===== src/rtl/uart_rx_controller.sv =====
// Drains bytes from uart_rx into a small FWFT FIFO, sequencing the uart_rx ack
// as pulse-then-release and withholding ack (with a sticky stall flag) while full.
module uart_rx_controller #(
  parameter int DATA_WIDTH  = 8,
  parameter int DEPTH       = 4,
  parameter int LEVEL_WIDTH = 3
) (
  input  logic                   clock_i,
  input  logic                   reset_i,
  input  logic                   enable_i,
  input  logic                   clear_i,
  input  logic [DATA_WIDTH-1:0]  rx_data_i,
  input  logic                   rx_ready_i,
  output logic                   rx_ack_o,
  output logic [DATA_WIDTH-1:0]  data_o,
  output logic                   valid_o,
  input  logic                   ready_i,
  output logic [LEVEL_WIDTH-1:0] level_o,
  output logic                   stall_o,
  output logic [1:0]             state_o
);

  localparam int PTR_W = $clog2(DEPTH);
  localparam logic [LEVEL_WIDTH-1:0] FULL = LEVEL_WIDTH'(DEPTH);

  typedef enum logic [1:0] {
    ST_IDLE    = 2'd0,
    ST_ACK     = 2'd1,
    ST_RELEASE = 2'd2
  } state_t;

  state_t                  state_q;
  logic                    ack_q;
  logic                    stall_q, stall_d;
  logic [LEVEL_WIDTH-1:0]  level_q, level_d;
  logic [PTR_W-1:0]        wr_ptr_q, wr_ptr_d;
  logic [PTR_W-1:0]        rd_ptr_q, rd_ptr_d;
  logic [DATA_WIDTH-1:0]   mem_q [DEPTH];

  logic offer, capture, blocked, push, pop;

  // valid_o/ready_i handshake: the head byte transfers on every rising edge where
  // valid_o && ready_i; valid_o never depends on ready_i, and data_o is stable
  // while valid_o is high and no transfer has happened.
  assign offer   = (state_q == ST_IDLE) && rx_ready_i && enable_i;
  assign capture = offer && (level_q != FULL);
  assign blocked = offer && (level_q == FULL);
  assign push    = capture && !clear_i;
  assign pop     = valid_o && ready_i && !clear_i;

  always_comb begin
    level_d  = level_q;
    wr_ptr_d = wr_ptr_q;
    rd_ptr_d = rd_ptr_q;
    stall_d  = stall_q || blocked;
    if (clear_i) begin
      level_d  = '0;
      wr_ptr_d = '0;
      rd_ptr_d = '0;
      stall_d  = 1'b0;
    end else begin
      if (push) wr_ptr_d = wr_ptr_q + PTR_W'(1);
      if (pop)  rd_ptr_d = rd_ptr_q + PTR_W'(1);
      case ({push, pop})
        2'b10:   level_d = level_q + LEVEL_WIDTH'(1);
        2'b01:   level_d = level_q - LEVEL_WIDTH'(1);
        default: level_d = level_q;
      endcase
    end
  end

  // The release cycle ignores rx_ready_i: uart_rx may still show the acked byte.
  always_ff @(posedge clock_i or negedge reset_i) begin
    if (!reset_i) begin
      state_q <= ST_IDLE;
      ack_q   <= 1'b0;
    end else begin
      case (state_q)
        ST_IDLE: begin
          if (capture) begin
            state_q <= ST_ACK;
            ack_q   <= 1'b1;
          end else begin
            ack_q   <= 1'b0;
          end
        end
        ST_ACK: begin
          state_q <= ST_RELEASE;
          ack_q   <= 1'b0;
        end
        default: begin
          state_q <= ST_IDLE;
          ack_q   <= 1'b0;
        end
      endcase
    end
  end

  always_ff @(posedge clock_i or negedge reset_i) begin
    if (!reset_i) begin
      level_q  <= '0;
      wr_ptr_q <= '0;
      rd_ptr_q <= '0;
      stall_q  <= 1'b0;
    end else begin
      level_q  <= level_d;
      wr_ptr_q <= wr_ptr_d;
      rd_ptr_q <= rd_ptr_d;
      stall_q  <= stall_d;
    end
  end

  always_ff @(posedge clock_i or negedge reset_i) begin
    if (!reset_i) begin
      for (int i = 0; i < DEPTH; i++) mem_q[i] <= '0;
    end else if (push) begin
      mem_q[wr_ptr_q] <= rx_data_i;
    end
  end

  assign rx_ack_o = ack_q;
  assign data_o   = mem_q[rd_ptr_q];
  assign valid_o  = (level_q != '0);
  assign level_o  = level_q;
  assign stall_o  = stall_q;
  assign state_o  = state_q;

endmodule


===== config.mk =====
export PLATFORM = sky130hd
export DESIGN_NAME = uart_rx_controller
export DESIGN_NICKNAME = d
export VERILOG_FILES = /design/src/rtl/uart_rx_controller.sv
export SDC_FILE = /design/constraint.sdc
export NUM_CORES = 1
export LEC_CHECK = 0
export ABC_AREA = 1
export BUFFER_PORTS_ARGS = -buffer_cell sky130_fd_sc_hd__buf_2
export CAP_MARGIN = 5
export CORE_MARGIN = 10
export CORE_UTILIZATION = 45
export DETAILED_ROUTE_END_ITERATION = 7
export PLACE_DENSITY = 0.65
export SYNTH_ARGS = -nofsm -noshare
export SYNTH_HDL_FRONTEND = slang
export SYNTH_SLANG_ARGS = --single-unit
export TNS_END_PERCENT = 5

===== constraint.sdc =====
create_clock -name clock_i -period 2.7 [get_ports clock_i]
set_clock_uncertainty 0.2 [all_clocks]
set_input_delay 0.27 -clock clock_i [delete_from_list [all_inputs] [get_ports clock_i]]
set_output_delay 0.27 -clock clock_i [all_outputs]
set_load 0.01 [all_outputs]

# [After elaboration in Yosys (flattened, before gate mapping)]
# Index checks and enable logic that the tools add are counted.
[classes] addsub=4 n_lt_le_gt_ge=3 eq_ne=6 mux=17 bitwise=2 reduce_logical=15
[ops] operator="$bwmux W32" count=1
[ops] operator="$mux W8" count=3
[ops] operator="$bmux W8 S2" count=1
[ops] operator="$demux W8 S2" count=1
[ops] operator="$mux W2" count=5
[ops] operator="$logic_and A1 B1 Y1" count=8
[ops] operator="$ge A3 B3 Y1 const B" count=2
[ops] operator="$not A2 Y3" count=2
[ops] operator="$pmux W3 S2" count=1
[ops] operator="$reduce_bool A3 Y1" count=2
[ops] operator="$add A2 B1 Y2 const B" count=2
[ops] operator="$eq A2 B1 Y1 const B" count=2
[ops] operator="$pmux W2 S2" count=1
[ops] operator="$reduce_bool A2 Y1" count=2
[ops] operator="$add A3 B1 Y3 const B" count=1
[ops] operator="$eq A3 B3 Y1 const B" count=1
[ops] operator="$lt A3 B1 Y1 const B" count=1
[ops] operator="$mux W1" count=3
[ops] operator="$mux W3" count=1
[ops] operator="$ne A3 B3 Y1 const B" count=1
[ops] operator="$sub A3 B1 Y3 const B" count=1
[ops] operator="$eq A2 B2 Y1 const B" count=1
[ops] operator="$logic_not A2 Y1" count=1
[ops] operator="$ne A2 B2 Y1 const B" count=1
[ops] operator="2 further kinds" count=2
[word_totals] reg_bits=43 output_inout_bits=16 wordCells=57

# [Logic depth before layout (Yosys ltp)]
[logic_depth] word_depth=8 depth_mapped=12 mapped_depth_nobuf=12

# [Worst setup path before layout]
# OpenSTA, ideal clock, no wires.
[synth_path] path_kind="flip-flop to flip-flop" start="reg level_q[1] (netlist: level_o[1])" end="reg level_q[2] (netlist: level_o[2])" setup_time_ns=0.076 arrival_ns=1.796 required_ns=2.424 path_slack_ns=0.627 path_stages_with_launch=13 path_buffers=0 cell_sequence="dfrtp_1 -> nor2_2 -> nand2_2 -> nand2_2 -> nor2_1 -> nand2_1 -> inv_1 -> fa_1 -> xor2_1 -> inv_1 -> nand2_1 -> nand2_1 -> o21ai_1"
[synth_via] elab_chain_cells=6
[synth_lines] item="from (decl)" line="35" text="logic [LEVEL_WIDTH-1:0] level_q, level_d;"
[synth_lines] item="from (signal assigned)" line="106" text="level_q <= level_d;"
[synth_lines] item="$reduce_bool A3 Y1 (*)" line="123" text="assign valid_o = (level_q != '0);"
[synth_lines] item="named net valid_o" line="16" text="output logic valid_o,"
[synth_lines] item="$logic_and A1 B1 Y1 (*) (2 in series)" line="49" text="assign pop = valid_o && ready_i && !clear_i;"
[synth_lines] item="$eq A2 B1 Y1 or $eq A2 B2 Y1 (tied branches)" line="64" text="case ({push, pop})"
[synth_lines] item="$pmux W3 S2" line="64"
[synth_lines] item="$mux W3" line="56" text="if (clear_i) begin"
# The timed path passes the listed nets; every way through them passes the cells marked *.
# A chain may end at the register's enable or synchronous reset.

# [Worst setup path in the final report]
[layout_path] start="reg level_q[1] (netlist: level_o[1])" end="reg level_q[2] (netlist: level_o[2])"
[layout_via] elab_chain_cells=6
[layout_lines] item="$ne A3 B3 Y1 or $reduce_bool A3 Y1 (tied branches)" line="46, 123"
[layout_lines] item="$logic_and A1 B1 Y1, on equally long branches" line="46, 49"
[layout_lines] item="$logic_and A1 B1 Y1, on equally long branches" line="48, 49"
[layout_lines] item="$eq A2 B1 Y1 or $eq A2 B2 Y1 (tied branches)" line="64"
[layout_lines] item="$pmux W3 S2" line="64"
[layout_lines] item="$mux W3" line="56"
# Several ways; a longest one is shown, not always the timed one.

==> results by group <==
Detailed routing
  – Antenna Nets Post-Route: 0
  – Final wirelength: 4180 um
  – Drt wl/cell: 13.6 um
  – Vias: 1540
  – Routed vias/inst: 5.02
  – First-iteration detailed-routing DRC count: 71
  – DRT Pass-1 Iters: 4
  – Remaining DRCs: 0

Layout
  – FILL cells: 420
  – Utilization after layout: 52.5%
  – Post-route cell area: 2300 um2
  – NumNets Final: 273
  – Share of layout cells above drive strength 1: 24.3%
  – Post-Layout Cell Count: 307
  – Antenna fix cells: 0
  – Layout area overhead: 12.4%

Synth
  – Top cell type's share of synthesized area: 52.6%
  – Main synth FF type: dfrtp_1
  – Post-synth top area cell: dfrtp_1
  – Largest cells by area after synthesis: dfrtp_1, nand2_1, o21ai_1
  – Post-Synthesis Cells: 223
  – Warnings, synthesis: 0
  – Yosys reg bits: 43
  – Sequential share of the synthesized area: 52.6%
  – Synthesized area per cell: 9.17 um2
  – Post-synth EDFFs: 0
  – Post-synth ARST share: 100%
  – Syn_nets: 242
  – Post-synth top cells: nand2_1, dfrtp_1, o21ai_1, nor2_1, o21ai_0
  – Synth cell types: 23
  – Post-Synthesis Cell Area: 2050 um2
  – Count leader, synth: nand2_1

Worst setup path
  – Crit path cell chain: nor2_2 > nand2_2 > nand2_2 > nor2_1 > nand2_1 > inv_1 > fa_1 > xor2_1 > inv_1 > nand2_1 > nand2_1 > o21ai_1
  – CP endpoint kind: flip-flop
  – Top delay family on crit path: simple AND/OR/NAND/NOR gates
  – Worst Reg2Reg Path Length in Cells: 12
  – Crit Reg-Reg Startpoint: level_o[1]$_DFFE_PN0P_
  – Crit path kind: reg -> reg
  – Critical Path Fanout Max: 4
  – Worst path arrival time: 2180 ps
  – Launch point of the worst path: level_o[1]$_DFFE_PN0P_
  – Most used cell, CP: nand2_1
  – CP required: 2730 ps
  – Slowest-stage cell, CP: dfrtp_1
  – Crit path largest cell delay: 430 ps
  – Worst reg-to-reg setup slack: 550 ps
  – WP buf/inv: 2
  – CP startpoint kind: flip-flop
  – R2R Path End: level_o[2]$_DFFE_PN0P_

Timing
  – Tmin final: 2150 ps
  – Hold Slack: 30.5 ps
  – Measured slew at the worst slew-check pin: 953 ps
  – Setup WS post-layout: 551 ps
  – TNS Setup: 0 ps
  – Final Hold Fails: 0
  – Max Clk Rate: 465 MHz
  – Final Cycle Share: 79.6%
  – Slew margin rel.: 36.4%
  – Final Max Slew Viols: 0
  – RSZ-0062 raised after global routing: no
  – Setup Viol. Count Final: 0

Run
  – Max_cap viols: 0

Placed design
  – Port Buf Inserts: 29
  – DP Worst Slack: 568 ps
  – Routability cong.: 0.807
  – Post-placement cell count: 298
  – DP Area: 2200 um2
  – Hpwl dp: 2810 um

Floorplanning
  – Die height: 87.4 um
  – Row Count: 24
  – Initial Util: 46.7%
  – I/O pin count: 30
  – DIE WIDTH: 87.4 um
  – Die ar.: 7640 um2
  – Core footprint: 4380 um2

Hold path
  – Hold Path Cell Cnt: 2
  – Hold Path Class: in -> reg
  – Hold path endpoint: stall_o$_DFF_PN0_
  – Worst hold start: clear_i

Clock tree
  – Clk Latency, worst-skew pair: 300 ps
  – Cts hold-fix bufs: 1
  – H-tree level count: 2
  – Post-CTS sizing: 0
  – Setup Fix Bufs, Post-CTS: 0
  – Cts bufs inserted: 5
  – Clock buffer depth: 2
  – Clk slew on worst S/H paths: 80 ps
  – Root Buffer: clkbuf_8
  – CTS tree: done
  – CTS sink count: 43

Global routing
  – Vias in the first global route: 1492
  – Congestion Overflow GR: 0
  – Total Routing Usage GR: 11.7%
  – Pin count of the biggest net entering global routing: 44
  – First-pass GRT wire length: 6980 um
  – Antenna violations before repair: 0

Power
  – Total Power: 2.06 mW
  – Power Dens Cells: 894 nW/um2
  – VDD IR-drop max: 386 uV
  – Lkg Pwr: 1.22 nW

Run status
  – Status: completed
## placed cells by master, fill, tap and decap left out, drive strengths merged
master / synthesis / layout
dlygate4sd3: 0 / 1
a21oi: 2 / 2
buf: 6 / 30
nor2: 22 / 22
nand2: 56 / 56
clkinv: 0 / 1
o22ai: 8 / 8
inv: 21 / 21
dfrtp: 43 / 43
fa: 1 / 1
o21ai: 53 / 53
clkinvlp: 0 / 1
clkbuf: 1 / 6
ha: 4 / 4
xor2: 1 / 1
nand3: 4 / 4
a31oi: 1 / 1
## worst register-to-register path, stage by stage, from the launching register on
cell and delay (ps):
dfrtp_1 430, nor2_2 200, nand2_2 100, nand2_2 70, nor2_1 50, nand2_1 110
inv_1 60, fa_1 370, xor2_1 200, inv_1 60, nand2_1 60, nand2_1 50
o21ai_1 110
## layer usage
metal / GRT usage [%] / up-vias / share of wire [%]
li1: - / 792 / -
met1: 14.5 / 704 / 45
met2: 17.9 / 38 / 48
met3: 3.09 / 6 / 5.2
met4: 6.52 / 0 / 2.1
met5: 0 / - / 0
## cell type report
class	count	area [um2]	area share, %
clock buffer	6	72.6	3.16
inverter	21	78.8	3.43
tap	52	65.1	2.83
clock inverter	2	12.5	0.544
multi-input combinational	152	832	36.2
timing repair buffer	31	163	7.07
sequential	43	1080	46.8
## power by group
part	switching (mW)	leakage (nW)	internal, mW	total (mW)
Sequential	0.106	0.575	0.809	0.915
Clock	0.222	0.0412	0.181	0.403
Combinational	0.441	0.605	0.298	0.739
## flip-flops by register name (all words and copies together) (netlist names)
signal and flops:
level_o 3, mem_q 32, rd_ptr_q 2, rx_ack_o 1, stall_o 1, state_o 2
wr_ptr_q 2
## worst max path at each step
| stage | to | slack (ps) | cells after the start |
|---|---|---|---|
| CTS | level_o[2]$_DFFE_PN0P_ | 550 | 12 |
| global placement | level_o[2]$_DFFE_PN0P_ | 620 | 12 |
| detailed placement | level_o[2]$_DFFE_PN0P_ | 570 | 12 |
| floorplan | level_o[2]$_DFFE_PN0P_ | 630 | 12 |
| global route | level_o[2]$_DFFE_PN0P_ | 390 | 12 |
| finish | level_o[2]$_DFFE_PN0P_ | 550 | 12 |
## cells by family after synthesis
group           count (synthesis)  share of synthesized area (%)
fa+ha+maj                       5                           3.43
flops                          43                           52.6
buf+inv                        28                           6.73
compound gates                 64                           17.7
xor+xnor                        1                          0.428
simple gates                   82                           19.1
(Power assumes the default switching activity.)
